==> config.mk <==
export PLATFORM = sky130hd
export DESIGN_NAME = rr_bus_arbiter3_flat
export DESIGN_NICKNAME = d
export VERILOG_FILES = /design/src/rtl/rr_bus_arbiter3_if.sv /design/src/rtl/rr_bus_arbiter3.sv /design/src/flat_wrapper.sv
export SDC_FILE = /design/constraint.sdc
export NUM_CORES = 1
export LEC_CHECK = 0
export CORE_MARGIN = 2
export CORE_UTILIZATION = 25
export CTS_CLUSTER_SIZE = 16
export DETAILED_ROUTE_END_ITERATION = 8
export PLACE_DENSITY = 0.52
export SLEW_MARGIN = 30
export SYNTH_ARGS = -nofsm -noshare
export SYNTH_HDL_FRONTEND = slang
export SYNTH_SLANG_ARGS = --single-unit
==> constraint.sdc <==
create_clock -name clk -period 2.6 [get_ports clk]
set_clock_uncertainty 0.15 [all_clocks]
set_input_delay 0.65 -clock clk [delete_from_list [all_inputs] [get_ports clk]]
set_output_delay 0.65 -clock clk [all_outputs]
set_load 0.1 [all_outputs]
==> src/rtl/rr_bus_arbiter3_if.sv <==
// Request/grant bundle between three bus sources and the round-robin arbiter.
// Latency: n/a (wires only). Backpressure: none; req is level-held by each source.
interface rr_bus_arbiter3_if #(
    parameter int CW = 4
);
    logic [2:0]    req;
    logic [2:0]    grant;
    logic [2:0]    sel;
    logic          busy;
    logic [CW-1:0] hold_cnt;

    modport master (input req, output grant, sel, busy, hold_cnt);
    modport slave  (output req, input grant, sel, busy, hold_cnt);
endinterface

==> src/rtl/rr_bus_arbiter3.sv <==
// Round-robin arbiter for one shared 3-source bus; drives a registered one-hot grant and mux select.
// Latency: req sampled at edge t is reflected in grant/sel/busy/hold_cnt right after edge t.
// Backpressure: sources hold req until granted; a hold limit forces rotation when others wait.
module rr_bus_arbiter3 #(
    parameter int MAXHOLD = 8,
    parameter int CW      = 4
) (
    input  logic            clk,
    input  logic            rst,
    rr_bus_arbiter3_if.master bus
);
    typedef enum logic {IDLE, OWNED} state_t;

    localparam logic [CW-1:0] HOLD_SAT = '1;

    state_t     state;
    logic [1:0] last;

    logic [2:0] others;
    logic       owner_req;
    logic       preempt;
    logic [1:0] win;

    // First requester after 'from' in the order from+1, from+2, from (mod 3).
    function automatic logic [1:0] pick(input logic [1:0] from, input logic [2:0] r);
        logic [1:0] w;
        logic [1:0] idx;
        w = from;
        for (int k = 3; k >= 1; k--) begin
            idx = 2'((int'(from) + k) % 3);
            if (r[idx]) w = idx;
        end
        return w;
    endfunction

    // Masking the owner's bit makes one pick() cover grant-from-idle, release and preemption.
    always_comb begin
        others    = bus.req & ~bus.grant;
        owner_req = |(bus.req & bus.grant);
        preempt   = (MAXHOLD != 0) && (int'(bus.hold_cnt) >= MAXHOLD) && (|others);
        win       = pick(last, others);
    end

    always_ff @(posedge clk) begin
        if (rst) begin
            state        <= IDLE;
            last         <= 2'd2;
            bus.grant    <= 3'b000;
            bus.sel      <= 3'b001;
            bus.busy     <= 1'b0;
            bus.hold_cnt <= '0;
        end else if (state == OWNED && owner_req && !preempt) begin
            if (bus.hold_cnt != HOLD_SAT) bus.hold_cnt <= bus.hold_cnt + 1'b1;
        end else if (|others) begin
            state        <= OWNED;
            last         <= win;
            bus.grant    <= 3'b001 << win;
            bus.sel      <= 3'b001 << win;
            bus.busy     <= 1'b1;
            bus.hold_cnt <= CW'(1);
        end else begin
            // sel keeps parking the bus on the last owner while idle
            state        <= IDLE;
            bus.grant    <= 3'b000;
            bus.busy     <= 1'b0;
            bus.hold_cnt <= '0;
        end
    end

    a_grant_onehot0 : assert property (@(posedge clk) disable iff (rst) $onehot0(bus.grant));
    a_sel_onehot    : assert property (@(posedge clk) disable iff (rst) $onehot(bus.sel));
    a_busy_grant    : assert property (@(posedge clk) disable iff (rst) bus.busy == (|bus.grant));
    a_grant_had_req : assert property (@(posedge clk) disable iff (rst)
                                       (bus.grant & ~$past(bus.req)) == 3'b000);
endmodule

==> src/flat_wrapper.sv <==
// flat-port wrapper written by rule: the top's interface ports become plain ports
module rr_bus_arbiter3_flat 
#(
    parameter int MAXHOLD = 8,
    parameter int CW      = 4
)
  (clk, rst, bus_req, bus_grant, bus_sel, bus_busy, bus_hold_cnt);
  rr_bus_arbiter3_if #(.CW(CW)) bus_i ();
  input  logic clk;
  input  logic rst;
  input wire logic [$bits(bus_i.req)-1:0] bus_req;
  output wire logic [$bits(bus_i.grant)-1:0] bus_grant;
  output wire logic [$bits(bus_i.sel)-1:0] bus_sel;
  output wire logic [$bits(bus_i.busy)-1:0] bus_busy;
  output wire logic [$bits(bus_i.hold_cnt)-1:0] bus_hold_cnt;
  assign bus_i.req = bus_req;
  assign bus_grant = bus_i.grant;
  assign bus_sel = bus_i.sel;
  assign bus_busy = bus_i.busy;
  assign bus_hold_cnt = bus_i.hold_cnt;
  rr_bus_arbiter3 #(.MAXHOLD(MAXHOLD), .CW(CW)) u_core (.clk(clk), .rst(rst), .bus(bus_i));
endmodule
==> impl_results.html <==
<table>
<tr><th>Metric</th><th>Value</th></tr>
<tr><th colspan="2">Timing</th></tr>
<tr><td>Setup violations, final</td><td>0</td></tr>
<tr><td>Fin Setup TNS</td><td>0 ps</td></tr>
<tr><td>Final cycle utilization of the critical path</td><td>~95%</td></tr>
<tr><td>Tightest slew margin relative to the limit</td><td>around 70%</td></tr>
<tr><td>Setup repair after global routing missed its margin</td><td>false</td></tr>
<tr><td>Slew at the pin with the worst max-slew slack</td><td>between 400 and 500 ps</td></tr>
<tr><td>F_max</td><td>between 0.4 and 0.5 GHz</td></tr>
<tr><td>Minimum period implied by the final worst setup slack</td><td>around 2500 ps</td></tr>
<tr><td>Fin. max-slew vios</td><td>0</td></tr>
<tr><td>Number of endpoints with negative hold slack in the final report</td><td>0</td></tr>
<tr><td>Setup slack after layout</td><td>~140 ps</td></tr>
<tr><th colspan="2">Clock tree</th></tr>
<tr><td>Number of setup buffers added after CTS</td><td>0</td></tr>
<tr><td>Total clock sinks</td><td>13</td></tr>
<tr><td>Inserted Clock Buffers</td><td>3</td></tr>
<tr><td>Count of hold buffers inserted by post-cts repair</td><td>0</td></tr>
<tr><td>CTS tree</td><td>done</td></tr>
<tr><td>Clock-pin slew of the registers on the worst-case setup and hold paths</td><td>roughly 80 ps</td></tr>
<tr><td>Source-to-sink clock delay at the later pin of the worst-skew pair</td><td>~270 ps</td></tr>
<tr><td>H-tree level count</td><td>1</td></tr>
<tr><td>Number of buffers on the longest clock path</td><td>2</td></tr>
<tr><td>Post-cts gate resize count</td><td>0</td></tr>
<tr><td>Root Driver</td><td>sky130_fd_sc_hd__clkbuf_4</td></tr>
<tr><th colspan="2">Logic synthesis</th></tr>
<tr><td>Number of storage elements in the synthesis netlist</td><td>13</td></tr>
<tr><td>Number of distinct standard cells referenced by the synthesized netlist</td><td>44</td></tr>
<tr><td>Top area cells in the synthesized netlist</td><td>sky130_fd_sc_hd__dfxtp_1, sky130_fd_sc_hd__ha_1, sky130_fd_sc_hd__nor2b_1, sky130_fd_sc_hd__inv_1, sky130_fd_sc_hd__and4bb_2</td></tr>
<tr><td>Mean instance size in the synthesized netlist</td><td>8.710 sq um</td></tr>
<tr><td>Area share of the largest cell type after synthesis</td><td>between 20 and 30%</td></tr>
<tr><td>Post-synth net total</td><td>114</td></tr>
<tr><td>Main combinational cell family by area after synthesis</td><td>compound AO/OA/AOI/OAI gates</td></tr>
<tr><td>Sequential share of the synthesized area</td><td>between 20% and 30%</td></tr>
<tr><td>Async set-reset flop share out of synthesis</td><td>0%</td></tr>
<tr><td>Leading register cell type out of synthesis</td><td>sky130_fd_sc_hd__dfxtp_1</td></tr>
<tr><td>Post-synth EDFFs</td><td>0</td></tr>
<tr><td>Adder-Cell Fraction of Synth Area</td><td>between 8 and 9%</td></tr>
<tr><td>Proportion of synthesized area in mux cells</td><td>under 10%</td></tr>
<tr><td>Most area-hungry cell type in the Yosys netlist</td><td>sky130_fd_sc_hd__dfxtp_1</td></tr>
<tr><td>Post-synthesis compound-gate area fraction</td><td>about 29%</td></tr>
<tr><td>Simple-gate area share of the yosys netlist</td><td>25.38%</td></tr>
<tr><td>Syn Std Cell Area</td><td>897.1 sq um</td></tr>
<tr><td>Ys Warns</td><td>0</td></tr>
<tr><td>XOR/XNOR share of the synthesized area</td><td>less than 1%</td></tr>
<tr><td>Synthesized instance count</td><td>around 100</td></tr>
<tr><th colspan="2">Placed design</th></tr>
<tr><td>Routability congestion estimate</td><td>~0.78</td></tr>
<tr><td>Sum of net half-perimeters after detailed placement</td><td>1.780 mm</td></tr>
<tr><td>Cell area after placement</td><td>around 1100 sq um</td></tr>
<tr><td>Quantity of I/O buffers inserted on ports</td><td>15</td></tr>
<tr><td>Worst setup timing slack at the placement stage</td><td>-103.3 ps</td></tr>
<tr><th colspan="2">Route</th></tr>
<tr><td>Iteration count of the initial detailed-routing pass</td><td>4</td></tr>
<tr><td>Met1 WL</td><td>~1.1 mm</td></tr>
<tr><td>Antenna Violating Nets Remaining</td><td>0</td></tr>
<tr><td>Detailed-route vias per instance</td><td>a little under 5</td></tr>
<tr><td>Number of DRC violations after detailed routing</td><td>0</td></tr>
<tr><td>Starting DRT DRC Count</td><td>45</td></tr>
<tr><td>Total via count after detailed routing</td><td>~860</td></tr>
<tr><td>Sum of routed wire length over all layers</td><td>roughly 2.2 mm</td></tr>
<tr><td>Top routing layer in use</td><td>met4</td></tr>
<tr><td>Average detailed-routed wire length per instance</td><td>between 10 and 15 um</td></tr>
<tr><td>Detailed route wirelength on metal2</td><td>a little under 1 mm</td></tr>
<tr><td>Total met3 wirelength after detailed routing</td><td>about 80 um</td></tr>
<tr><th colspan="2">Setup path</th></tr>
<tr><td>Crit path max-delay family</td><td>compound AO/OA/AOI/OAI gates</td></tr>
<tr><td>Critical path data required time</td><td>2640 ps</td></tr>
<tr><td>Setup Crit Path Kind</td><td>in2reg</td></tr>
<tr><td>Kind of start point of the critical path</td><td>primary input</td></tr>
<tr><td>Cell chain of the critical path</td><td>clkdlybuf4s50_1 &gt; nor2b_1 &gt; o21ai_0 &gt; o2111a_1 &gt; or2_2 &gt; o32ai_2</td></tr>
<tr><td>Worst path arrival time</td><td>around 2500 ps</td></tr>
<tr><td>Largest driver fanout on the critical path</td><td>4</td></tr>
<tr><td>Worst Setup End Kind</td><td>flip-flop</td></tr>
<tr><td>Critical Path Slowest Stage Cell</td><td>sky130_fd_sc_hd__clkdlybuf4s50_1</td></tr>
<tr><td>Worst path max stage delay</td><td>about 530 ps</td></tr>
<tr><td>Buffers and inverters on the worst path</td><td>1</td></tr>
<tr><th colspan="2">Die</th></tr>
<tr><td>I/O pin total</td><td>16</td></tr>
<tr><td>Height of the die</td><td>around 64 um</td></tr>
<tr><td>Floorplan Core Area</td><td>3390 sq um</td></tr>
<tr><td>Std cell rows</td><td>21</td></tr>
<tr><td>Die Wd</td><td>approximately 64 um</td></tr>
<tr><td>Full die area</td><td>about 4100 sq um</td></tr>
<tr><td>Initial core utilization</td><td>about a quarter</td></tr>
<tr><th colspan="2">Run</th></tr>
<tr><td>Maxcap violations</td><td>0</td></tr>
<tr><th colspan="2">Pwr</th></tr>
<tr><td>Total net switching power</td><td>roughly 0.00073 W</td></tr>
<tr><td>Fraction of power spent switching nets</td><td>roughly half</td></tr>
<tr><td>Combinational share of power</td><td>a little over two thirds</td></tr>
<tr><td>Internal power of the cells</td><td>approximately 0.0007 W</td></tr>
<tr><td>Static Leakage</td><td>approximately 0.47 nW</td></tr>
<tr><td>Clock group share of total power</td><td>under 10%</td></tr>
<tr><td>Total power of the final layout</td><td>0.001414 W</td></tr>
<tr><td>Max IR drop VDD</td><td>between 0.0004 and 0.0005 V</td></tr>
<tr><td>P per Cell Area</td><td>1238 nW/um^2</td></tr>
<tr><td>Share of total power in sequential cells</td><td>between 20% and 30%</td></tr>
<tr><th colspan="2">Final layout</th></tr>
<tr><td>Share of the core filled with cells</td><td>33.70%</td></tr>
<tr><td>Area delta synth-&gt;final</td><td>27.34%</td></tr>
<tr><td>Final cell area excluding filler cells</td><td>about 1100 sq um</td></tr>
<tr><td>Most frequent standard cell in the layout excluding fill and tap cells</td><td>sky130_fd_sc_hd__buf_4</td></tr>
<tr><td>Final net count</td><td>~140</td></tr>
<tr><td>Commonest cells after routing, fill and taps aside</td><td>sky130_fd_sc_hd__buf_4, sky130_fd_sc_hd__dfxtp_1, sky130_fd_sc_hd__inv_1, sky130_fd_sc_hd__nor2b_1</td></tr>
<tr><td>Fraction of layout instances using a drive strength above 1</td><td>around 23%</td></tr>
<tr><td>Final antenna diode count</td><td>0</td></tr>
<tr><th colspan="2">GRT</th></tr>
<tr><td>Wire length of the first global-routing pass</td><td>~3.6 mm</td></tr>
<tr><td>Total congestion overflow after global routing</td><td>0</td></tr>
<tr><td>Vias in the first global route</td><td>around 800</td></tr>
<tr><td>Total routing usage reported by global routing</td><td>approximately 11%</td></tr>
<tr><td>Antenna violations before repair</td><td>0</td></tr>
<tr><td>Largest net degree at the start of global routing</td><td>11</td></tr>
<tr><th colspan="2">Min path</th></tr>
<tr><td>Classification of the worst-slack hold path</td><td>reg2reg</td></tr>
<tr><th colspan="2">Run status</th></tr>
<tr><td>Run status</td><td>finished, final reports clean</td></tr>
</table>
==> final cells by class <==
| cell class | count | area, sq um |
|---|---|---|
| clock buffer | 4 | 26.28 |
| fill | 367 | 2247 |
| inverter | 7 | 26.28 |
| multi-input combinational | 80 | 589.3 |
| sequential | 13 | 260.3 |
| tap | 46 | 57.56 |
| timing repair buffer | 23 | 182.7 |
==> cells by family after synthesis <==
kind of cell / after synthesis
mux: 2
buf+inv: 10
flops: 13
simple gates: 38
xor+xnor: 1
fa+ha+maj: 6
compound gates: 33
==> worst paths after layout <==
check | startpoint | to | slack (ps) | cells past startpoint
max | bus_req[2] | u_core.bus.sel[2] | 140 | 6
max reg2reg | u_core.last[0] | u_core.bus.sel[2] | 220 | 7
min reg2reg | u_core.bus.sel[1] | u_core.bus.sel[1] | 330 | 2
min | u_core.bus.sel[1] | u_core.bus.sel[1] | 330 | 2
==> power by group through the flow <==
| stage | combinational (W) | clock, W | sequential (W) |
|---|---|---|---|
| after global placement | 0.000978 | 0 | 0.000309 |
| after CTS | 0.000991 | 0.000125 | 0.000306 |
| final | 0.000986 | 0.000122 | 0.000306 |
| after detailed placement | 0.000984 | 0 | 0.000311 |
| after floorplan | 0.000486 | 0 | 0.000564 |
| after global routing | 0.00106 | 0.000140 | 0.000314 |
==> flip-flops by register name, summed over array words and instances (netlist names) <==
| name | flops |
|---|---|
| u_core.bus.busy | 1 |
| u_core.bus.hold_cnt | 4 |
| u_core.bus.grant | 3 |
| u_core.last | 2 |
| u_core.bus.sel | 3 |
==> synth_stat cells, types with 2 or more instances <==
master / number
sky130_fd_sc_hd__a221o_1: 2
sky130_fd_sc_hd__buf_2: 2
sky130_fd_sc_hd__o21ai_0: 5
sky130_fd_sc_hd__nand2b_1: 2
sky130_fd_sc_hd__and4bb_2: 2
sky130_fd_sc_hd__a31oi_1: 2
sky130_fd_sc_hd__nor3b_1: 2
sky130_fd_sc_hd__dfxtp_1: 13
sky130_fd_sc_hd__nand3_1: 2
sky130_fd_sc_hd__nor2_1: 6
sky130_fd_sc_hd__inv_1: 7
sky130_fd_sc_hd__a22o_1: 2
sky130_fd_sc_hd__nand2_1: 5
sky130_fd_sc_hd__mux2i_1: 2
sky130_fd_sc_hd__nor3_1: 5
sky130_fd_sc_hd__or3_1: 2
sky130_fd_sc_hd__ha_1: 6
sky130_fd_sc_hd__a21oi_1: 4
sky130_fd_sc_hd__nor2b_1: 7
==> through the flow <==
step | hold slack [ps] | cells
after detailed placement | 327.1 | 169
after CTS | 340.1 | 173
after global routing | 368.3 | 173
after floorplan | 376.0 | 103
final | 332.5 | 173
after global placement | 323.7 | 169
==> per-layer routing <==
metal,GRT usage [%],vias up
li1,-,435
met1,14.59,402
met2,18.10,18
met3,1.585,4
met4,2.446,0
met5,0,-
==> tightest hold or removal path: cells and delay by family, from the launching register on <==
family                 cells  cell delay, ps
AO/OA/AOI/OAI              1              80
buffers and inverters      1              50
flip-flops                 1             310
Power figures use the tool's default switching activity.
